### config.mk
export PLATFORM = sky130hd
export DESIGN_NAME = reg_write_queue
export DESIGN_NICKNAME = d
export VERILOG_FILES = /design/src/rtl/reg_write_queue.sv
export SDC_FILE = /design/constraint.sdc
export NUM_CORES = 1
export LEC_CHECK = 0
export ABC_AREA = 1
export CORE_ASPECT_RATIO = 1.5
export CORE_MARGIN = 2
export CORE_UTILIZATION = 31
export DETAILED_ROUTE_END_ITERATION = 6
export PLACE_DENSITY_LB_ADDON = 0.1
export SYNTH_ARGS = -nofsm -noshare
export SYNTH_HDL_FRONTEND = slang
export SYNTH_SLANG_ARGS = --single-unit
### constraint.sdc
create_clock -name clk -period 2.9 [get_ports clk]
set_input_delay 0.435 -clock clk [delete_from_list [all_inputs] [get_ports clk]]
set_output_delay 0.435 -clock clk [all_outputs]
set_load 0.03 [all_outputs]
### src/rtl/reg_write_queue.sv
`default_nettype none
// ============================================================================
// Module   : reg_write_queue
// Purpose  : Circular FIFO of pending register-file writes {dest, value}.
//            The head entry is presented to the register file every cycle
//            it exists and is retired on the following posedge. Writes to
//            register 0 are accepted but discarded.
//            Optional store-to-read forwarding lookup for two source
//            indices, compiled in only when WBQ_FORWARD_EN is defined.
// Macro    : WBQ_FORWARD_EN (undefined by default -> fwd outputs tied to 0)
// Revision : 1.0 - initial release
// ============================================================================
module reg_write_queue #(
  parameter int DEPTH = 4,   // entries, power of two in 2..16
  parameter int CW    = 3    // count width, log2(DEPTH)+1
) (
  input  logic          clk,
  input  logic          rst,            // asynchronous, active-low
  // producer side
  input  logic          in_valid,
  output logic          in_ready,
  input  logic [4:0]    in_dest,
  input  logic [31:0]   in_value,
  // register-file side
  output logic          rf_write_en,
  output logic [4:0]    rf_dest,
  output logic [31:0]   rf_write_value,
  // forwarding lookup
  input  logic [4:0]    src1,
  input  logic [4:0]    src2,
  output logic          fwd1_hit,
  output logic          fwd2_hit,
  output logic [31:0]   fwd1_value,
  output logic [31:0]   fwd2_value,
  // status
  output logic [CW-1:0] count,
  output logic          empty
);

  // Pointer width; DEPTH is a power of two so pointers wrap naturally.
  localparam int PW = (DEPTH > 1) ? $clog2(DEPTH) : 1;

  // Entry storage; contents are meaningful only between head and tail.
  logic [4:0]    dest_mem_q  [DEPTH];
  logic [31:0]   value_mem_q [DEPTH];

  logic [PW-1:0] head_q, head_d;
  logic [PW-1:0] tail_q, tail_d;
  logic [CW-1:0] count_q, count_d;

  logic          push;
  logic          pop;

  // Handshake, push/pop decisions and next pointer/count values.
  always_comb begin
    in_ready = (count_q != CW'(DEPTH));
    empty    = (count_q == '0);
    // A write to register 0 completes the handshake but is never stored.
    push     = in_valid && in_ready && (in_dest != 5'd0);
    // The register file always accepts, so any head entry retires now.
    pop      = !empty;

    head_d   = head_q;
    tail_d   = tail_q;
    count_d  = count_q;

    if (pop) begin
      head_d = head_q + PW'(1);
    end
    if (push) begin
      tail_d = tail_q + PW'(1);
    end

    case ({push, pop})
      2'b10:   count_d = count_q + CW'(1);
      2'b01:   count_d = count_q - CW'(1);
      default: count_d = count_q;   // idle, or push and pop together
    endcase
  end

  // Pointer and occupancy state; reset drops every pending entry.
  always_ff @(posedge clk or negedge rst) begin
    if (!rst) begin
      head_q  <= '0;
      tail_q  <= '0;
      count_q <= '0;
    end else begin
      head_q  <= head_d;
      tail_q  <= tail_d;
      count_q <= count_d;
    end
  end

  // Entry storage write at the tail; no reset needed since count guards it.
  always_ff @(posedge clk) begin
    if (push) begin
      dest_mem_q[tail_q]  <= in_dest;
      value_mem_q[tail_q] <= in_value;
    end
  end

  // Head entry drives the register file; outputs forced to 0 when empty.
  always_comb begin
    rf_write_en    = pop;
    rf_dest        = 5'd0;
    rf_write_value = 32'd0;
    if (pop) begin
      rf_dest        = dest_mem_q[head_q];
      rf_write_value = value_mem_q[head_q];
    end
  end

  assign count = count_q;

`ifdef WBQ_FORWARD_EN
  logic [PW-1:0] fwd_idx;

  // Scan occupied entries oldest to youngest so the last match (nearest
  // the tail) wins. Only stored entries are visible, never the in_* write.
  always_comb begin
    fwd1_hit   = 1'b0;
    fwd2_hit   = 1'b0;
    fwd1_value = 32'd0;
    fwd2_value = 32'd0;
    fwd_idx    = head_q;
    for (int i = 0; i < DEPTH; i++) begin
      fwd_idx = head_q + PW'(i);
      if (CW'(i) < count_q) begin
        if ((src1 != 5'd0) && (dest_mem_q[fwd_idx] == src1)) begin
          fwd1_hit   = 1'b1;
          fwd1_value = value_mem_q[fwd_idx];
        end
        if ((src2 != 5'd0) && (dest_mem_q[fwd_idx] == src2)) begin
          fwd2_hit   = 1'b1;
          fwd2_value = value_mem_q[fwd_idx];
        end
      end
    end
  end
`else
  // Forwarding not built: lookup indices are intentionally ignored.
  logic unused_src;
  assign unused_src = ^{src1, src2};

  assign fwd1_hit   = 1'b0;
  assign fwd2_hit   = 1'b0;
  assign fwd1_value = 32'd0;
  assign fwd2_value = 32'd0;
`endif

endmodule
`default_nettype wire

After elaboration in Yosys (flattened, before gate mapping)
Memories as Yosys holds them, arrays and structs flattened.
Index checks and enable logic that the tools add are counted.
{"block": "totals", "register_bits": 7, "word_cells": 23, "output_inout_bits": 109, "ramBits": 148, "n_memories": 2}
{"memory": "value_mem_q", "depth": 4, "word_bits": 32, "rd": 1, "rd_clocked_by_memory_dff": 0, "write_ports": 1, "line_no": "45", "text": "logic [31:0] value_mem_q [DEPTH];"}
{"memory": "dest_mem_q", "depth": 4, "word_bits": 5, "rd": 1, "rd_clocked_by_memory_dff": 0, "write_ports": 1, "line_no": "44", "text": "logic [4:0] dest_mem_q [DEPTH];"}
{"block": "op_classes", "reduce_logical": 6, "addsub": 4, "mux": 5, "n_eq_ne": 3}
{"op": "32-bit 2-to-1 mux", "n": 1}
{"op": "3-bit case mux with 2 select lines", "n": 1}
{"op": "5-bit 2-to-1 mux", "n": 1}
{"op": "5-bit nonzero test", "n": 1}
{"op": "2-bit by 1-bit adder with 2-bit output (second input constant)", "n": 2}
{"op": "3-bit by 1-bit adder with 3-bit output (second input constant)", "n": 1}
{"op": "3-bit logical NOT", "n": 1}
{"op": "3-bit != test (second input constant)", "n": 1}
{"op": "3-bit by 1-bit subtractor with 3-bit output (second input constant)", "n": 1}
{"op": "2-bit by 1-bit == test with 1-bit output (second input constant)", "n": 1}
{"op": "2-bit == test (second input constant)", "n": 1}
{"op": "1-bit logical AND", "n": 2}
{"op": "1-bit 2-to-1 mux", "n": 2}
{"op": "2-bit nonzero test", "n": 1}
{"op": "1-bit logical NOT", "n": 1}

Logic depth before layout (Yosys ltp)
{"block": "logic_depth", "ltp_word": 5, "ltp_mapped": 10}

Least setup slack after synthesis
No wires, ideal clock.
{"block": "synth_path", "path_type": "reg2reg", "start": "reg count_q[0], in the netlist count[0]", "end": "mem dest_mem_q[0][0] (enable)", "period_less_slack_ps": 3037, "setup_time_ps": 431, "slack_ps": -137, "stages_incl_launch_ff": 5, "path_buffers": 0, "arrival_ps": 2606, "path_cell_list": "dfrtp_1 > nor2_2 > a21oi_1 > nand2_1 > nor2_1"}
{"block": "synth_between", "elab_chain_cells": 5}
{"element": "start, declared", "line_no": "49", "text": "logic [CW-1:0] count_q, count_d;"}
{"element": "start signal, assigned", "line_no": "90", "text": "count_q <= count_d;"}
{"element": "3-bit != test", "line_no": "56", "text": "in_ready = (count_q != CW'(DEPTH));"}
{"element": "1-bit logical AND (2 in series)", "line_no": "59", "text": "push = in_valid && in_ready && (in_dest != 5'd0);"}
{"element": "1-bit 2-to-1 mux", "line_no": "96", "text": "if (push) begin"}
{"element": "1-bit 2-to-1 mux (not written as such)", "line_no": "97", "text": "dest_mem_q[tail_q] <= in_dest;"}
{"element": "end, declared", "line_no": "44"}
No other way between the ends.

Worst setup path after layout
{"block": "layout_path", "start": "reg head_q[0]", "end": "out rf_write_value[8]"}
{"block": "layout_between", "elab_chain_cells": 2}
{"element": "start, declared", "line_no": "47", "text": "logic [PW-1:0] head_q, head_d;"}
{"element": "start signal, assigned", "line_no": "84", "text": "head_q <= '0;"}
{"element": "start signal, assigned", "line_no": "88", "text": "head_q <= head_d;"}
{"element": "memory read 4 x 32 bit"}
{"element": "32-bit 2-to-1 mux", "line_no": "107", "text": "if (pop) begin"}
{"element": "end, declared", "line_no": "27", "text": "output logic [31:0] rf_write_value,"}
No other way between the ends.

==> results.md <==
| Quantity | Value |
|---|---|
| Chip height | 186 um |
| Number of enable flip-flop cells after synthesis | 148 |
| Initial antenna violation count | 0 |
| Floorplan row count | 66 |
| Cell types occupying the most area after synthesis | sky130_fd_sc_hd__edfxtp_1 65%, sky130_fd_sc_hd__nand2_1 8.7%, sky130_fd_sc_hd__buf_4 7.9% |
| Clock tree from TritonCTS | yes |
| Hold Crit Class | input pin to async pin |
| Sequential-to-total area share from yosys stat | 0.676 |
| Clock transition time at the flip-flop clock pins of the worst setup and hold paths | 0.06 ns |
| Wire length of the first global-routing pass | 21.4 mm |
| Width of the die | 125 um |
| Critical-path cell list | inv_4, buf_4, nand2_1, nand2_1, nand2_1, a21oi_1, clkdlybuf4s50_1 |
| Worst Reg-to-Reg Cells | 9 |
| # placed instances | 934 |
| Via count | 4119 |
| Number of buffers created by CTS | 17 |
| Worst endpoint data arrival time | 2.33 ns |
| Number of endpoints failing setup at the final stage | 0 |
| Global routing usage summed across all routing layers | 0.122 |
| Placeable core region | 21600 sq um |
| Post-Syn Area | 6830 sq um |
| Number of clock sinks | 155 |
| Type of the worst setup path | flop to primary output |
| Asr flop ratio synth | 0.0452 |
| Sequential group share of total power | 0.317 |
| Post-synthesis instance total | 596 |
| Quantity of I/O buffers inserted on ports | 82 |
| Number of placed I/O pins | 159 |
| CP Max Fanout | 24 |
| Starting density of the core | 0.316 |
| Synthesis-to-finish area growth | 22.9% |
| Maximum level of the CTS H-tree | 4 |
| Max Slew Vio Count | 0 |
| Commonest cells after routing, fill and taps aside | 158 x sky130_fd_sc_hd__nand2_1, 148 x sky130_fd_sc_hd__edfxtp_1, 76 x sky130_fd_sc_hd__nor2_1, 66 x sky130_fd_sc_hd__conb_1, 58 x sky130_fd_sc_hd__clkdlybuf4s50_1 |
| Largest stage delay on the critical path | 0.68 ns |
| Post-route clock skew | 0.00797 ns |
| Final non-filler cell total | 966 |
| Final global-route overflow total | 0 |
| Number of antenna diodes | 0 |
| Via count of the first global-routing pass | 3948 |
| Number of synthesized register bits | 155 |
| Reg2reg setup slack | 1.01 ns |
| First drt pass iteration count | 4 |
| Die outline area | 23300 sq um |
| Final-layout worst hold slack | 0.305 ns |
| Count of different cell masters after synthesis | 24 |
| Most common library cell in the layout ignoring fill and taps | sky130_fd_sc_hd__nand2_1 |
| Leak Pwr | 0.00337 uW |
| CP startpoint kind | flop |
| Largest delay contributor family on the critical path | buffers and inverters |
| Power density of the placed cells | 1150 nW/um^2 |
| Sw power | 3930 uW |
| Switching portion of total power | 0.406 |
| Max IR drop VDD | 0.596 mV |
| Cts hold-fix bufs | 0 |
| DRT Wirelength | 14.1 mm |
| Internal | 5750 uW |
| Sequential cell area | 4620 sq um |
| Hold Vio Cnt, Final | 0 |
| Max-cap violations | 0 |
| Combinational power share | 0.467 |
| Slowest library cell on the worst path | sky130_fd_sc_hd__clkdlybuf4s50_1 |
| Top cell type's share of synthesized area | 0.650 |
| Post-synthesis cell type with the largest combined area | sky130_fd_sc_hd__edfxtp_1 |
| Count of warnings emitted by yosys | 0 |
| CP most frequent cell | sky130_fd_sc_hd__nand2_1 |
| Buffer and inverter count on the worst path | 3 |
| Design area | 8400 sq um |
| Timing-limited maximum frequency | 362 MHz |
| Count of antenna-violating nets left after detailed routing | 0 |
| DP Wirelength | 8.01 mm |
| Data required time at the worst endpoint | 2.47 ns |
| Predominant post-synthesis flop cell | sky130_fd_sc_hd__edfxtp_1 |
| Share of layout cells above drive strength 1 | 0.0821 |
| Drc violations | 0 |
| Routability congestion estimate | 0.700 |
| Largest net degree at the start of global routing | 57 |
| Reg-to-reg critical path startpoint | count[0]$_DFFE_PN0P_ |
| Number of inserted filler cells in the final layout | 2060 |
| Standard cell area after detailed placement | 7790 sq um |
| Min Clock Period, post-route | 2.77 ns |
| Clock Path Buffers | 2 |
| Setup TNS after final layout | 0 ns |
| CTS Root Buffer Type | sky130_fd_sc_hd__clkbuf_16 |
| Area occupied by multi-input gates | 1710 sq um |
| Setup repair after global routing missed its margin | no |
| Kind of capture point of the worst setup path | primary output |
| Outcome | completed |
| DRT iter0 DRCs | 194 |
| Clock latency on the worst-skew pair | 0.42 ns |
| Detail-routed net length per standard cell | 14.6 um |
| Synth Area per Inst | 11.5 sq um |
| Post-route clock period utilization | 0.954 |
| Number of buffers inserted to repair setup after CTS | 0 |
| Power share of the clock group | 0.217 |
| Via-to-Cell Ratio | 4.26 |
| Worst r2r dst | count[2]$_DFFE_PN0P_ |
| Final nets | 737 |
## layer usage
metal,wire (um),share of wire,vias up,GRT usage
li1,-,-,2035,-
met1,5990,0.42,1958,0.138
met2,7320,0.52,119,0.223
met3,699,0.049,7,0.0365
met4,121,0.0086,0,0.0382
met5,0,0,-,0
## sequential cells by signal, summed over array words and instances (netlist names)
name	count
count	3
dest_mem_q	20
head_q	2
tail_q	2
value_mem_q	128
## Yosys cell counts, types with 2 or more instances
cell type,count
sky130_fd_sc_hd__nor2_1,80
sky130_fd_sc_hd__o21ai_1,3
sky130_fd_sc_hd__xor2_1,3
sky130_fd_sc_hd__nand3b_1,2
sky130_fd_sc_hd__inv_1,13
sky130_fd_sc_hd__nand3_1,2
sky130_fd_sc_hd__ha_1,5
sky130_fd_sc_hd__buf_2,10
sky130_fd_sc_hd__dfrtp_1,7
sky130_fd_sc_hd__nand2_1,158
sky130_fd_sc_hd__a21oi_1,38
sky130_fd_sc_hd__o21ai_0,35
sky130_fd_sc_hd__buf_4,72
sky130_fd_sc_hd__buf_6,8
sky130_fd_sc_hd__edfxtp_1,148
sky130_fd_sc_hd__buf_8,2
sky130_fd_sc_hd__clkbuf_1,3
## power groups by stage
stage / combinational (uW) / sequential, uW / clock [uW]
after floorplan: 2950 / 3140 / 0
after global placement: 4660 / 3100 / 0
after detailed placement: 4690 / 3110 / 0
after CTS: 4670 / 3060 / 2150
after global routing: 4950 / 3100 / 2230
final: 4510 / 3060 / 2100
## per-stage QoR
| stage | power, uW | setup WS [ns] | util |
|---|---|---|---|
| floorplan | 6090 | -0.137 | - |
| global placement | 7760 | 0.417 | 0.360 |
| detailed placement | 7800 | 0.416 | 0.360 |
| CTS | 9880 | 0.00183 | 0.386 |
| global route | 10300 | 0.00586 | 0.388 |
| finish | 9670 | 0.134 | 0.388 |
## kinds of logic (layout without fill, tap and decap cells)
| family | Yosys count | after routing | synth area share |
|---|---|---|---|
| fa+ha+maj | 6 | 6 | 0.0121 |
| flops | 155 | 155 | 0.676 |
| xor+xnor | 4 | 4 | 0.00513 |
| buf+inv | 110 | 143 | 0.114 |
| simple gates | 244 | 244 | 0.136 |
| other cells | 1 | 66 | 0.000549 |
| compound gates | 76 | 76 | 0.0557 |
## what timing repair did
action,4_1_cts,5_1_grt
endpoints found under the setup margin,4,17
endpoints found under the hold margin,0,0
resized for setup,4,17
## final cells by class
cell class / count / share of cell area
tap: 272 / 0.0405
sequential: 155 / 0.550
clock buffer: 17 / 0.0506
clock inverter: 15 / 0.0168
timing repair buffer: 96 / 0.132
multi-input combinational: 396 / 0.203
inverter: 15 / 0.00700
## how the worst max path moves through the flow
stage	start	cells after the start	slack, ns	to
4_1_cts	head_q[0]$_DFFE_PN0N_	7	0.002	rf_write_value[11]
5_1_grt	head_q[0]$_DFFE_PN0N_	7	0.006	rf_write_value[19]
6_report	head_q[0]$_DFFE_PN0N_	7	0.13	rf_write_value[8]
3_5_place_dp	in_dest[1]	10	0.42	count[2]$_DFFE_PN0P_
2_1_floorplan	count[0]$_DFFE_PN0P_	4	-0.14	dest_mem_q[0][0]$_DFFE_PP_
3_3_place_gp	in_dest[1]	10	0.42	count[2]$_DFFE_PN0P_
(Power assumes the default switching activity.)
